<file path="config.mk">
export PLATFORM = sky130hd
export DESIGN_NAME = serial_subtractor
export DESIGN_NICKNAME = d
export VERILOG_FILES = /design/src/rtl/serial_subtractor.sv
export SDC_FILE = /design/constraint.sdc
export NUM_CORES = 1
export LEC_CHECK = 0
export BUFFER_PORTS_ARGS = -buffer_cell sky130_fd_sc_hd__buf_4
export CAP_MARGIN = 20
export CORE_MARGIN = 1
export CORE_UTILIZATION = 40
export CTS_BUF_LIST = sky130_fd_sc_hd__clkbuf_4 sky130_fd_sc_hd__clkbuf_8 sky130_fd_sc_hd__clkbuf_16
export CTS_CLUSTER_SIZE = 25
export DETAILED_ROUTE_END_ITERATION = 6
export PLACE_DENSITY = 0.61
export SKIP_LAST_GASP = 1
export SLEW_MARGIN = 20
export SYNTH_ARGS = -nofsm -noshare
export SYNTH_HDL_FRONTEND = slang
export SYNTH_SLANG_ARGS = --single-unit
</file>
<file path="constraint.sdc">
create_clock -name clk -period 2.2 [get_ports clk]
set_input_delay 0 -clock clk [delete_from_list [all_inputs] [get_ports clk]]
set_output_delay 0 -clock clk [all_outputs]
set_load 0.005 [all_outputs]
</file>
<file path="src/rtl/serial_subtractor.sv">
// serial_subtractor
//   Bit-serial ripple-borrow subtractor: Diff = A - B - Bin, one full-subtractor
//   cell, one bit per clock, LSB first. A start/busy/done handshake launches an
//   operation and marks its result.
//
// Ports
//   clk    in   system clock, rising edge
//   rst_n  in   asynchronous active-low reset
//   start  in   launch request, sampled only in IDLE
//   A      in   minuend   [WIDTH-1:0], sampled on the accepting edge
//   B      in   subtrahend [WIDTH-1:0], sampled on the accepting edge
//   Bin    in   borrow-in, sampled on the accepting edge
//   Diff   out  registered (A - B - Bin) mod 2^WIDTH, holds last result
//   Bout   out  registered borrow-out (A < B + Bin, unsigned)
//   busy   out  high while bits are being processed (WIDTH cycles)
//   done   out  one-cycle pulse marking a new Diff/Bout
module serial_subtractor #(
  parameter int unsigned WIDTH = 4
) (
  input  logic             clk,
  input  logic             rst_n,
  input  logic             start,
  input  logic [WIDTH-1:0] A,
  input  logic [WIDTH-1:0] B,
  input  logic             Bin,
  output logic [WIDTH-1:0] Diff,
  output logic             Bout,
  output logic             busy,
  output logic             done
);

  localparam int unsigned CW = $clog2(WIDTH + 1);

  typedef enum logic [1:0] {
    IDLE,
    SHIFT,
    DONE
  } state_t;

  state_t           state;
  state_t           state_nxt;

  logic [WIDTH-1:0] a_sr;
  logic [WIDTH-1:0] b_sr;
  logic [WIDTH-1:0] d_sr;
  logic             br;
  logic [CW-1:0]    cnt;

  logic             a_bit;
  logic             b_bit;
  logic             d_bit;
  logic             br_nxt;
  logic             last;
  logic [WIDTH-1:0] d_shift;
  logic             d_unused;

  // Full-subtractor cell on the current LSBs.
  always_comb begin
    a_bit   = a_sr[0];
    b_bit   = b_sr[0];
    d_bit   = a_bit ^ b_bit ^ br;
    br_nxt  = (~a_bit & b_bit) | (~(a_bit ^ b_bit) & br);
    d_shift = {d_bit, d_sr[WIDTH-1:1]};
    last    = (cnt == CW'(WIDTH - 1));
  end

  // d_sr[0] is shifted out on the final edge; the completed word is taken
  // from d_shift, so that bit is never observed.
  assign d_unused = d_sr[0];

  // State register.
  always_ff @(posedge clk or negedge rst_n) begin
    if (!rst_n) begin
      state <= IDLE;
    end else begin
      state <= state_nxt;
    end
  end

  // Next state and handshake outputs.
  always_comb begin
    state_nxt = state;
    busy      = 1'b0;
    done      = 1'b0;
    case (state)
      IDLE: begin
        if (start) begin
          state_nxt = SHIFT;
        end
      end
      SHIFT: begin
        busy = 1'b1;
        if (last) begin
          state_nxt = DONE;
        end
      end
      DONE: begin
        done      = 1'b1;
        state_nxt = IDLE;
      end
      default: begin
        state_nxt = IDLE;
      end
    endcase
  end

  // Datapath: operand/result shift registers, borrow flop, bit counter.
  always_ff @(posedge clk or negedge rst_n) begin
    if (!rst_n) begin
      a_sr <= '0;
      b_sr <= '0;
      d_sr <= '0;
      br   <= 1'b0;
      cnt  <= '0;
      Diff <= '0;
      Bout <= 1'b0;
    end else begin
      case (state)
        IDLE: begin
          if (start) begin
            a_sr <= A;
            b_sr <= B;
            br   <= Bin;
            cnt  <= '0;
            d_sr <= '0;
          end
        end
        SHIFT: begin
          a_sr <= {1'b0, a_sr[WIDTH-1:1]};
          b_sr <= {1'b0, b_sr[WIDTH-1:1]};
          d_sr <= d_shift;
          br   <= br_nxt;
          cnt  <= cnt + CW'(1);
          if (last) begin
            Diff <= d_shift;
            Bout <= br_nxt;
          end
        end
        default: begin
        end
      endcase
    end
  end

endmodule

</file>
==> results of run 1 <==
## cell usage after synthesis, drive strengths merged
cell type  instances  area (µm²)
inv                7        31.3
o21bai             1        11.3
a21oi              7        35.0
dfrtp             22         551
nand2              5        18.8
buf                3        23.8
nand3b             1        20.0
or2                1        6.26
nand2b             2        15.0
a22o               4        35.0
nor2               2        7.51
mux2               4        45.0
fa                 1        20.0
a221oi             1        15.0
and2b              1        8.76
o21ai              7        35.0
o32ai              1        8.76
ha                 2        25.0
o22ai             12        75.1
## area by class of cell
class / count / share of cell area
sequential: 22 / 0.444
clock buffer: 4 / 0.0293
timing repair buffer: 25 / 0.165
multi-input combinational: 52 / 0.308
tap: 28 / 0.0283
inverter: 7 / 0.0252
## cell families (layout without fill, tap and decap cells)
group / count (synthesis) / count (layout) / synth area share
AO/OA/AOI/OAI: 33 / 33 / 0.218
flip-flops: 22 / 22 / 0.558
AND/OR/NAND/NOR: 12 / 12 / 0.0773
buffers and inverters: 10 / 36 / 0.0558
multiplexers: 4 / 4 / 0.0456
adder cells (fa/ha/maj): 3 / 3 / 0.0456
## worst min path at each step
stage / cells past startpoint / to / slack, ns / start
after floorplan: 0 / Bout$_DFFE_PN0P_ / -0.30 / rst_n
after global placement: 1 / a_sr[1]$_DFFE_PN0P_ / -0.09 / rst_n
after detailed placement: 1 / a_sr[1]$_DFFE_PN0P_ / -0.1 / rst_n
after CTS: 3 / a_sr[2]$_DFFE_PN0P_ / 0.0005 / A[2]
after global routing: 3 / a_sr[2]$_DFFE_PN0P_ / 0.01 / A[2]
final: 3 / a_sr[2]$_DFFE_PN0P_ / -0.002 / A[2]
## state kept, by name, summed over array words and instances, names as in the netlist
| name | count |
|---|---|
| cnt | 3 |
| d_sr | 3 |
| a_sr | 4 |
| b_sr | 4 |
| Diff | 4 |
| Bout | 1 |
| br | 1 |
| state | 2 |
## metal layers
layer / part of all wire / global-route usage
met5: 0 / 0
met4: 0.0049 / 0.0405
met3: 0.032 / 0.0614
met2: 0.49 / 0.277
met1: 0.47 / 0.208
## power groups by stage
stage | clock network, mW | registers [mW] | logic (mW)
final | 0.226 | 0.737 | 0.689
after global routing | 0.248 | 0.764 | 0.783
after CTS | 0.233 | 0.739 | 0.700
after detailed placement | 0 | 0.750 | 0.685
after global placement | 0 | 0.749 | 0.666
after floorplan | 0 | 0.700 | 0.523
## through the flow
step	area, µm²	hold WS, ns
CTS	1240	0.000491
finish	1240	-0.00222
floorplan	987	-0.296
global route	1240	0.0135
detailed placement	1130	-0.0958
global placement	1130	-0.0946
## worst max-delay path, cell delays in order (launching register included)
cell	delay, ns
dfrtp_1	0.59
nand2b_1	0.35
inv_6	0.17
buf_4	0.12
## repair_timing
action	in CTS	in global routing
hold endpoints to repair	28	0
resized for setup	0	0
hold buffers	7	0
==> impl_results.md, run 1 <==
* Final Setup Violations at 0
* Critical Path Source Type: register
* CP arrival at approximately 1.5 ns
* WL/cell at between 10 and 15 µm
* Reg power frac at 0.446
* Dpl cells at roughly 130
* Detailed-route wire length at 1820 µm
* Skew final at a little under 0.009 ns
* Drc violations at 0
* CP Launch Point: state[0]$_DFFE_PN0P_
* Critical Path End: busy
* Clock root cell: clkbuf_4
* Fmax at between 600 and 700 MHz
* Distinct cells, synth at 23
* Dpl ws at between 0.8 and 0.9 ns
* Violated checks: hold timing
* Final std cells w/o fill at 138
* Largest net degree at the start of global routing at 23
* Ys Warns at 0
* Max Cap Viol at 0
* DIE AREA at about 2700 µm²
* Antenna Violating Nets Remaining at 0
* Final Max Slew Viols at 0
* Max-slew headroom at 0.699
* Worst Path Max Fanout at 11
* Worst Hold Class: in2reg
* Cells after Synth at 84
* N_diodes at 0
* RSZ-0062 raised after global routing: no
* Vias in the first global route at 731
* Area Growth Syn to Fin at 25.6%
* Total gr overflow at 0
* Slew @ Worst Pin at roughly 0.45 ns
* Core ar. at 2280 µm²
* Critical path data required time at around 2.2 ns
* Setup repair bufs after CTS at 0
* Internal at between 1 and 1.5 mW
* Sw Pwr at ~0.60 mW
* Mean Syn Cell Area at ~12 µm²
* CP Class: reg2out
* Sequential area share after synthesis at 0.558
* Leak at 0.589 nW
* Post-route core utilization at 0.545
* Clk buf depth at 2
* Reg clk slew, reported paths at 0.13 ns
* Hold WS at -0.00222 ns
* Clk_lat worst skew at approximately 0.31 ns
* Critical Path Sink Type: primary output
* Reg-to-Reg End: Diff[0]$_DFFE_PN0P_
* Status: finished, violations left
* TritonCTS clock tree: done
* Final Cycle Share at 0.701
* Setup TNS at 0 ns
* Fill count at 201
* # nets final at about 130
* DRT iter0 DRCs at 6
* Final setup margin at between 0.6 and 0.7 ns
* Dpl hpwl at around 1300 µm
* Chip height at ~52 µm
* Vias per cell at ~5.3
* FF-to-FF Start: cnt[0]$_DFFE_PN0P_
* Area of the multi-input gates at between 300 and 400 µm²
* Combinational fraction of design power at 0.417
* VDD IR-drop max at 963 µV
* Pre-antenna DRT Iters at 4
* FP Rows at 17
* Worst reg2reg setup slack at 0.81 ns
* Mapped cell area at slightly below 1000 µm²
* Total power at ~1.7 mW
* Clock Power Share at 0.137
* H-tree depth at 1
* Final critical-path required period at 1.54 ns
* Layout cells sized above 1 at 0.264
* I/O pins at 19
* Most common cell after layout, fill and taps aside: dfrtp_1
* Sequential Area at 551 µm²
* P per Cell Area at approximately 1300 nW/µm²
* Reg2Reg Depth at 4
* Global-route wire length before repair at 3190 µm
* Die X at just over 50 µm
* Sink Count at 22
* Port Buffers at 18
* Starting Density at 0.434
* Num CTS Buffers at 3
* Via count at approximately 730
* Routability cong. at about 0.68
* Most frequent cells in the layout: dfrtp_1 (22), buf_4 (18), o22ai_1 (12)
* Final Hold Fails at 1
* Initial antenna violation count at 0
* Syn nets at slightly below 100
* FF+latch count, synth at 22
* Total GRT Usage at 0.168
* Switching share of power at 0.364
Power figures use the tool's default switching activity.
==> inputs of run 2 (changes only) <==
--- a/config.mk
+++ b/config.mk
@@ -12,7 +12,7 @@
 export CTS_BUF_LIST = sky130_fd_sc_hd__clkbuf_4 sky130_fd_sc_hd__clkbuf_8 sky130_fd_sc_hd__clkbuf_16
 export CTS_CLUSTER_SIZE = 25
 export DETAILED_ROUTE_END_ITERATION = 6
-export PLACE_DENSITY = 0.61
+export PLACE_DENSITY = 0.63
 export SKIP_LAST_GASP = 1
 export SLEW_MARGIN = 20
 export SYNTH_ARGS = -nofsm -noshare
==> constraint.sdc (replaced) <==
create_clock -name clk -period 1.25 [get_ports clk]
set_input_delay 0 -clock clk [delete_from_list [all_inputs] [get_ports clk]]
set_output_delay 0 -clock clk [all_outputs]
set_load 0.005 [all_outputs]
==> run 2 against run 1 <==
Against the previous run: the flow finishes with violations (hold timing, setup timing); global-route usage increased by 3.1 points; combinational power grew to 2.7 times the previous value; critical path type is now reg2reg; final area up 18%; die area did not move; register-to-register slack worse by 0.89 ns.
==> impl_results.md, run 2 (same netlist as run 1, synthesis figures left out) <==
* Setup TNS at -0.222 ns (-0.222 ns)
* Total gr overflow at 0 (unchanged)
* Final Max Slew Viols at 0 (unchanged)
* RSZ-0062 raised after global routing: yes
* Clk_lat worst skew at 0.31 ns (about the same)
* FF-to-FF Start: b_sr[0]$_DFFE_PN0P_
* # nets final at 146 (+16%)
* M1 WL at 1040 µm (+22%)
* Vias in the first global route at 779 (+6.6%)
* Most common cell after layout, fill and taps aside: buf_4
* Vias per cell at 5.19 (-2.3%)
* CP Class: reg2reg
* Num CTS Buffers at 3 (unchanged)
* Reg2Reg Depth at 3 (-1)
* Worst reg2reg setup slack at -0.08 ns (-0.89 ns)
* VDD IR-drop max at 1630 µV (+69%)
* Routability cong. at 0.712 (+5.3%)
* Final critical-path required period at between 1 and 1.5 ns
* Worst Path Max Fanout at 2 (-9)
* P per Cell Area at 2440 nW/µm² (+83%)
* Drc violations at 0 (unchanged)
* DRT iter0 DRCs at 19 (+13)
* Final Hold Fails at 1 (unchanged)
* Starting Density at 0.434 (unchanged)
* Worst Hold Class: in2reg
* Hold WS at -0.00202 ns (+0.000209 ns)
* WL/cell at 13.7 µm (+3.7%)
* I/O pins at 19 (unchanged)
* Critical path data required time at 1.46 ns (-0.74 ns)
* Most frequent cells in the layout: buf_4 (35), dfrtp_1 (21), o22ai_1 (12), a21oi_1 (7), dlygate4sd3_1 (7)
* Largest net degree at the start of global routing at 23 (unchanged)
* Fmax at about 750 MHz
* Global-route wire length before repair at 3780 µm (+19%)
* Hold EP: a_sr[0]$_DFFE_PN0P_
* Violated checks: hold timing, setup timing
* Core ar. at 2280 µm² (unchanged)
* Post-route core utilization at 0.641 (+0.0962)
* Layout cells sized above 1 at 0.477 (+0.213)
* Area Growth Syn to Fin at 47.8%
* Slew @ Worst Pin at 0.309 ns (-0.142 ns)
* Final Cycle Share at 1.06
* Total GRT Usage at 0.199 (+0.0308)
* Die X at 51.7 µm (unchanged)
* DIE AREA at 2670 µm² (unchanged)
* Worst hold start: A[0]
* Reg-to-Reg End: Diff[3]$_DFFE_PN0P_
* Via count at 820 (+12%)
* Met2 routed WL at 990 µm (+10%)
* Pre-antenna DRT Iters at 4 (unchanged)
* Detailed-route wire length at 2160 µm (+19%)
* CP arrival at 1.54 ns (about the same)
* Clock root cell: clkbuf_4
* Biggest regs: Diff: 4 flops, a_sr: 4 flops, b_sr: 4 flops
* Leak at 0.705 nW (+20%)
* DR top layer: met4
* N_diodes at 0 (unchanged)
* Critical Path Source Type: register
* H-tree depth at 1 (unchanged)
* Initial antenna violation count at 0 (unchanged)
* Met3 WL at 86 µm (+46%)
* Clk buf depth at 2 (unchanged)
* Max-slew headroom at 0.794 (+0.0948)
* Status: finished, violations left
* Chip height at 51.7 µm (unchanged)
* Antenna Violating Nets Remaining at 0 (unchanged)
* Dpl hpwl at 1420 µm (+6.9%)
* Skew final at 0.00391 ns (-0.00474 ns)
* CP max stage cell: fa_1
* Port Buffers at 18 (unchanged)
* TritonCTS clock tree: done
* Max Cap Viol at 0 (unchanged)
* CP cell instances: inv_2, fa_1, mux2_4
* Worst path max stage delay at 0.51 ns (-0.08 ns)
* Final setup margin at -0.0764 ns (-0.735 ns)
* Final Setup Violations at 5 (+5)
* Sink Count at 22 (unchanged)
* FP Rows at 17 (unchanged)
* Reg clk slew, reported paths at 0.12 ns (about the same)
* Min-Delay Path Depth at 3 (unchanged)
* Critical Path Sink Type: register
[run 2: how the worst max path moves through the flow]
stage / from / to / slack (ns) / cells after the start
6_report: b_sr[0]$_DFFE_PN0P_ / Diff[3]$_DFFE_PN0P_ / -0.08 / 3
5_1_grt: b_sr[0]$_DFFE_PN0P_ / Diff[3]$_DFFE_PN0P_ / -0.1 / 3
4_1_cts: b_sr[0]$_DFFE_PN0P_ / Diff[3]$_DFFE_PN0P_ / -0.08 / 3
3_5_place_dp: a_sr[0]$_DFFE_PN0P_ / Diff[3]$_DFFE_PN0P_ / -0.07 / 2
3_3_place_gp: a_sr[0]$_DFFE_PN0P_ / Diff[3]$_DFFE_PN0P_ / -0.07 / 2
2_1_floorplan: a_sr[0]$_DFFE_PN0P_ / Diff[3]$_DFFE_PN0P_ / -0.01 / 2
[run 2: timing repair]
| action | in CTS | in global routing |
|---|---|---|
| gates resized for setup | 4 | 6 |
| hold buffers | 7 | 0 |
| setup buffers | 4 | 7 |
| endpoints found under the setup margin | 7 | 8 |
| endpoints found under the hold margin | 28 | 0 |
| pin swaps | 2 | 1 |
[run 2: area by class of cell]
type	count	area (µm²)
clock buffer	4	36.3
fill	190	817
inverter	7	35.0
multi-input combinational	52	425
sequential	22	552
tap	28	35.0
timing repair buffer	45	375
[run 2: layer usage]
metal,GRT usage,vias to the layer above
met5,0,-
met4,0.0991,0
met3,0.0614,6
met2,0.288,18
met1,0.266,394
li1,-,402
[run 2: where the power goes]
part           internal (mW)  switching, mW
clock                  0.178          0.214
sequential              1.05          0.252
combinational           1.12          0.752
[run 2: through the flow]
step           hold WS, ns  cell area (µm²)  setup slack [ns]  total power, mW  instances
2_1_floorplan       -0.296             1020           -0.0136             2.27         84
3_3_place_gp       -0.0984             1250           -0.0674             2.84        137
3_5_place_dp       -0.0950             1250           -0.0716             2.90        137
4_1_cts            0.00220             1400           -0.0806             3.42        152
5_1_grt             0.0388             1460           -0.0961             3.84        158
6_report          -0.00202             1460           -0.0764             3.56        158
[run 2: worst max-delay path, delay by kind of cell (launching register included)]
kind                     cells  cell delay (ns)
adder cells (fa/ha/maj)      1             0.51
flip-flops                   1             0.39
multiplexers                 1             0.28
buffers and inverters        1             0.05
==> inputs of run 3 (changes only) <==
--- a/config.mk
+++ b/config.mk
@@ -13,6 +13,7 @@
 export CTS_CLUSTER_SIZE = 25
 export DETAILED_ROUTE_END_ITERATION = 6
 export PLACE_DENSITY = 0.63
+export RECOVER_POWER = 50
 export SKIP_LAST_GASP = 1
 export SLEW_MARGIN = 20
 export SYNTH_ARGS = -nofsm -noshare
==> run 3 against run 2 <==
Against the previous run: the run still ends with hold timing, setup timing left; cell count unchanged; first-iteration DRC count stayed put; maximum frequency is the same; critical path depth unchanged; non-clock buffer count is the same; largest cell class unchanged; total power about the same; largest power group unchanged; combinational power barely moved; critical path type unchanged; final area is 0.17% lower; critical endpoint unchanged.
==> impl_results.md, run 3 (same netlist as run 1, synthesis figures left out) <==
* Skew final at 0.00391 ns (unchanged)
* Critical Path Source Type: register
* Dpl ws at -0.0716 ns (unchanged)
* Pre-antenna DRT Iters at 4 (unchanged)
* Sw Pwr at 1.22 mW (about the same)
* Fmax at 754 MHz (unchanged)
* Clock root cell: clkbuf_4
* Starting Density at 0.434 (unchanged)
* Internal at 2.34 mW (about the same)
* Worst Hold Class: in2reg
* Biggest regs: Diff: 4 flops, a_sr: 4 flops, b_sr: 4 flops
* Layout cells sized above 1 at 0.477 (unchanged)
* Vias per cell at 5.19 (unchanged)
* Most common cell after layout, fill and taps aside: buf_4
* Fill count at 191 (+0.53%)
* Slew @ Worst Pin at 0.542 ns (+0.233 ns)
* TritonCTS clock tree: done
* Setup TNS at -0.222 ns (unchanged)
* CP arrival at 1.54 ns (about the same)
* RSZ-0062 raised after global routing: yes
* Area Growth Syn to Fin at 47.5%
* Worst path max stage delay at 0.51 ns (about the same)
* Violated checks: hold timing, setup timing
* Core ar. at 2280 µm² (unchanged)
* Largest net degree at the start of global routing at 23 (unchanged)
* Reg clk slew, reported paths at 0.12 ns (about the same)
* CP Class: reg2reg
* Clk_lat worst skew at 0.31 ns (about the same)
* CP max stage cell: fa_1
* DRT iter0 DRCs at 19 (unchanged)
* Critical Path Sink Type: register
* N_diodes at 0 (unchanged)
* Bufs and invs on worst path at 1 (unchanged)
* Dpl hpwl at 1420 µm (unchanged)
* Most frequent cells in the layout: buf_4 (34), dfrtp_1 (21), o22ai_1 (12), a21oi_1 (7), dlygate4sd3_1 (7)
* Antenna Violating Nets Remaining at 0 (unchanged)
* # nets final at 146 (unchanged)
* Routability cong. at 0.712 (unchanged)
* Combinational fraction of design power at 0.525 (about the same)
* Final setup margin at -0.0764 ns (unchanged)
* CP cell instances: inv_2, fa_1, mux2_4
* Global-route wire length before repair at 3780 µm (unchanged)
* Final critical-path required period at 1.33 ns (unchanged)
* FP Rows at 17 (unchanged)
* Clock Power Share at 0.110 (about the same)
* Via count at 820 (unchanged)
* Drc violations at 0 (unchanged)
* Reg power frac at 0.365 (about the same)
* Sink Count at 22 (unchanged)
* Hold WS at -0.00202 ns (unchanged)
* H-tree depth at 1 (unchanged)
* Vias in the first global route at 779 (unchanged)
* Num CTS Buffers at 3 (unchanged)
* Final std cells w/o fill at 158 (unchanged)
* Final Max Slew Viols at 0 (unchanged)
* Leak at 0.705 nW (about the same)
* Switching share of power at 0.342 (about the same)
* Post-route core utilization at 0.640 (-0.00110)
* Worst Path Max Fanout at 2 (unchanged)
* Clk buf depth at 2 (unchanged)
* Initial antenna violation count at 0 (unchanged)
* Die X at 51.7 µm (unchanged)
* Chip height at 51.7 µm (unchanged)
* Final Setup Violations at 5 (unchanged)
* Status: finished, violations left
* Critical path data required time at 1.46 ns (about the same)
* Max-slew headroom at 0.639 (-0.155)
* WL/cell at 13.7 µm (about the same)
* Total GRT Usage at 0.199 (unchanged)
* Total gr overflow at 0 (unchanged)
* Max Cap Viol at 0 (unchanged)
* Port Buffers at 18 (unchanged)
* VDD IR-drop max at 1630 µV (about the same)
* P per Cell Area at 2440 nW/µm² (+0.14%)
* Final Hold Fails at 1 (unchanged)
* Detailed-route wire length at 2160 µm (about the same)
* I/O pins at 19 (unchanged)
* Dpl cells at 137 (unchanged)
* DIE AREA at 2670 µm² (unchanged)
* Final Cycle Share at 1.06 (unchanged)
* CP top delay family: adder cells
-- run 3: cell types whose count changed in the layout (fill, tap and decap cells not counted) --
cell	previous run	this run
buf_4	35	34
clkbuf_2	0	1
-- run 3: repair_timing --
item	in CTS	in global routing
pin swaps	2	1
endpoints found under the setup margin	7	8
hold endpoints to repair	28	0
gates cloned	0	0
gates resized for setup	4	6
hold buffers	7	0
buffers inserted	4	7
-- run 3: power by group through the flow --
stage / Sequential [mW] / Clock (mW) / Combinational, mW
floorplan: 1.24 / 0 / 1.03
global placement: 1.29 / 0 / 1.54
detailed placement: 1.31 / 0 / 1.59
CTS: 1.30 / 0.403 / 1.72
global route: 1.34 / 0.431 / 2.07
finish: 1.30 / 0.392 / 1.87
-- run 3: worst paths after layout --
path                                          start                    to  slack (ns)  depth (start not counted)
worst max-delay path            b_sr[0]$_DFFE_PN0P_   Diff[3]$_DFFE_PN0P_       -0.08                          3
worst min-delay path                           A[0]   a_sr[0]$_DFFE_PN0P_      -0.002                          3
worst max register to register  b_sr[0]$_DFFE_PN0P_   Diff[3]$_DFFE_PN0P_       -0.08                          3
worst min register to register   cnt[2]$_DFFE_PN0P_    cnt[2]$_DFFE_PN0P_        0.50                          2
max in group asynchronous                     rst_n  state[0]$_DFFE_PN0P_        0.67                          2
min in group asynchronous                     rst_n   a_sr[1]$_DFFE_PN0P_        0.18                          2
-- run 3: cell type report --
cell class                 instances  area, µm²  area share
clock buffer                       4       36.3      0.0249
tap                               28       35.0      0.0241
inverter                           7       35.0      0.0241
sequential                        22        552       0.379
timing repair buffer              45        373       0.256
multi-input combinational         52        425       0.292
-- run 3: worst register-to-register path, cell delays in order (launching register included) --
cell and delay (ns):
dfrtp_1 0.39, inv_2 0.05, fa_1 0.51, mux2_4 0.28
-- run 3: per-stage QoR --
stage          instance area (µm²)  hold slack [ns]  total power [mW]
2_1_floorplan                 1020           -0.296              2.27
3_3_place_gp                  1250          -0.0984              2.84
3_5_place_dp                  1250          -0.0950              2.90
4_1_cts                       1400          0.00220              3.42
5_1_grt                       1460           0.0388              3.84
6_report                      1460         -0.00202              3.56
-- run 3: routing by layer --
metal | routed length [µm] | track usage | share of wire
met1 | 1040 | 0.266 | 0.48
met2 | 989 | 0.288 | 0.46
met3 | 86 | 0.0614 | 0.040
met4 | 43 | 0.0991 | 0.020
met5 | 0 | 0 | 0
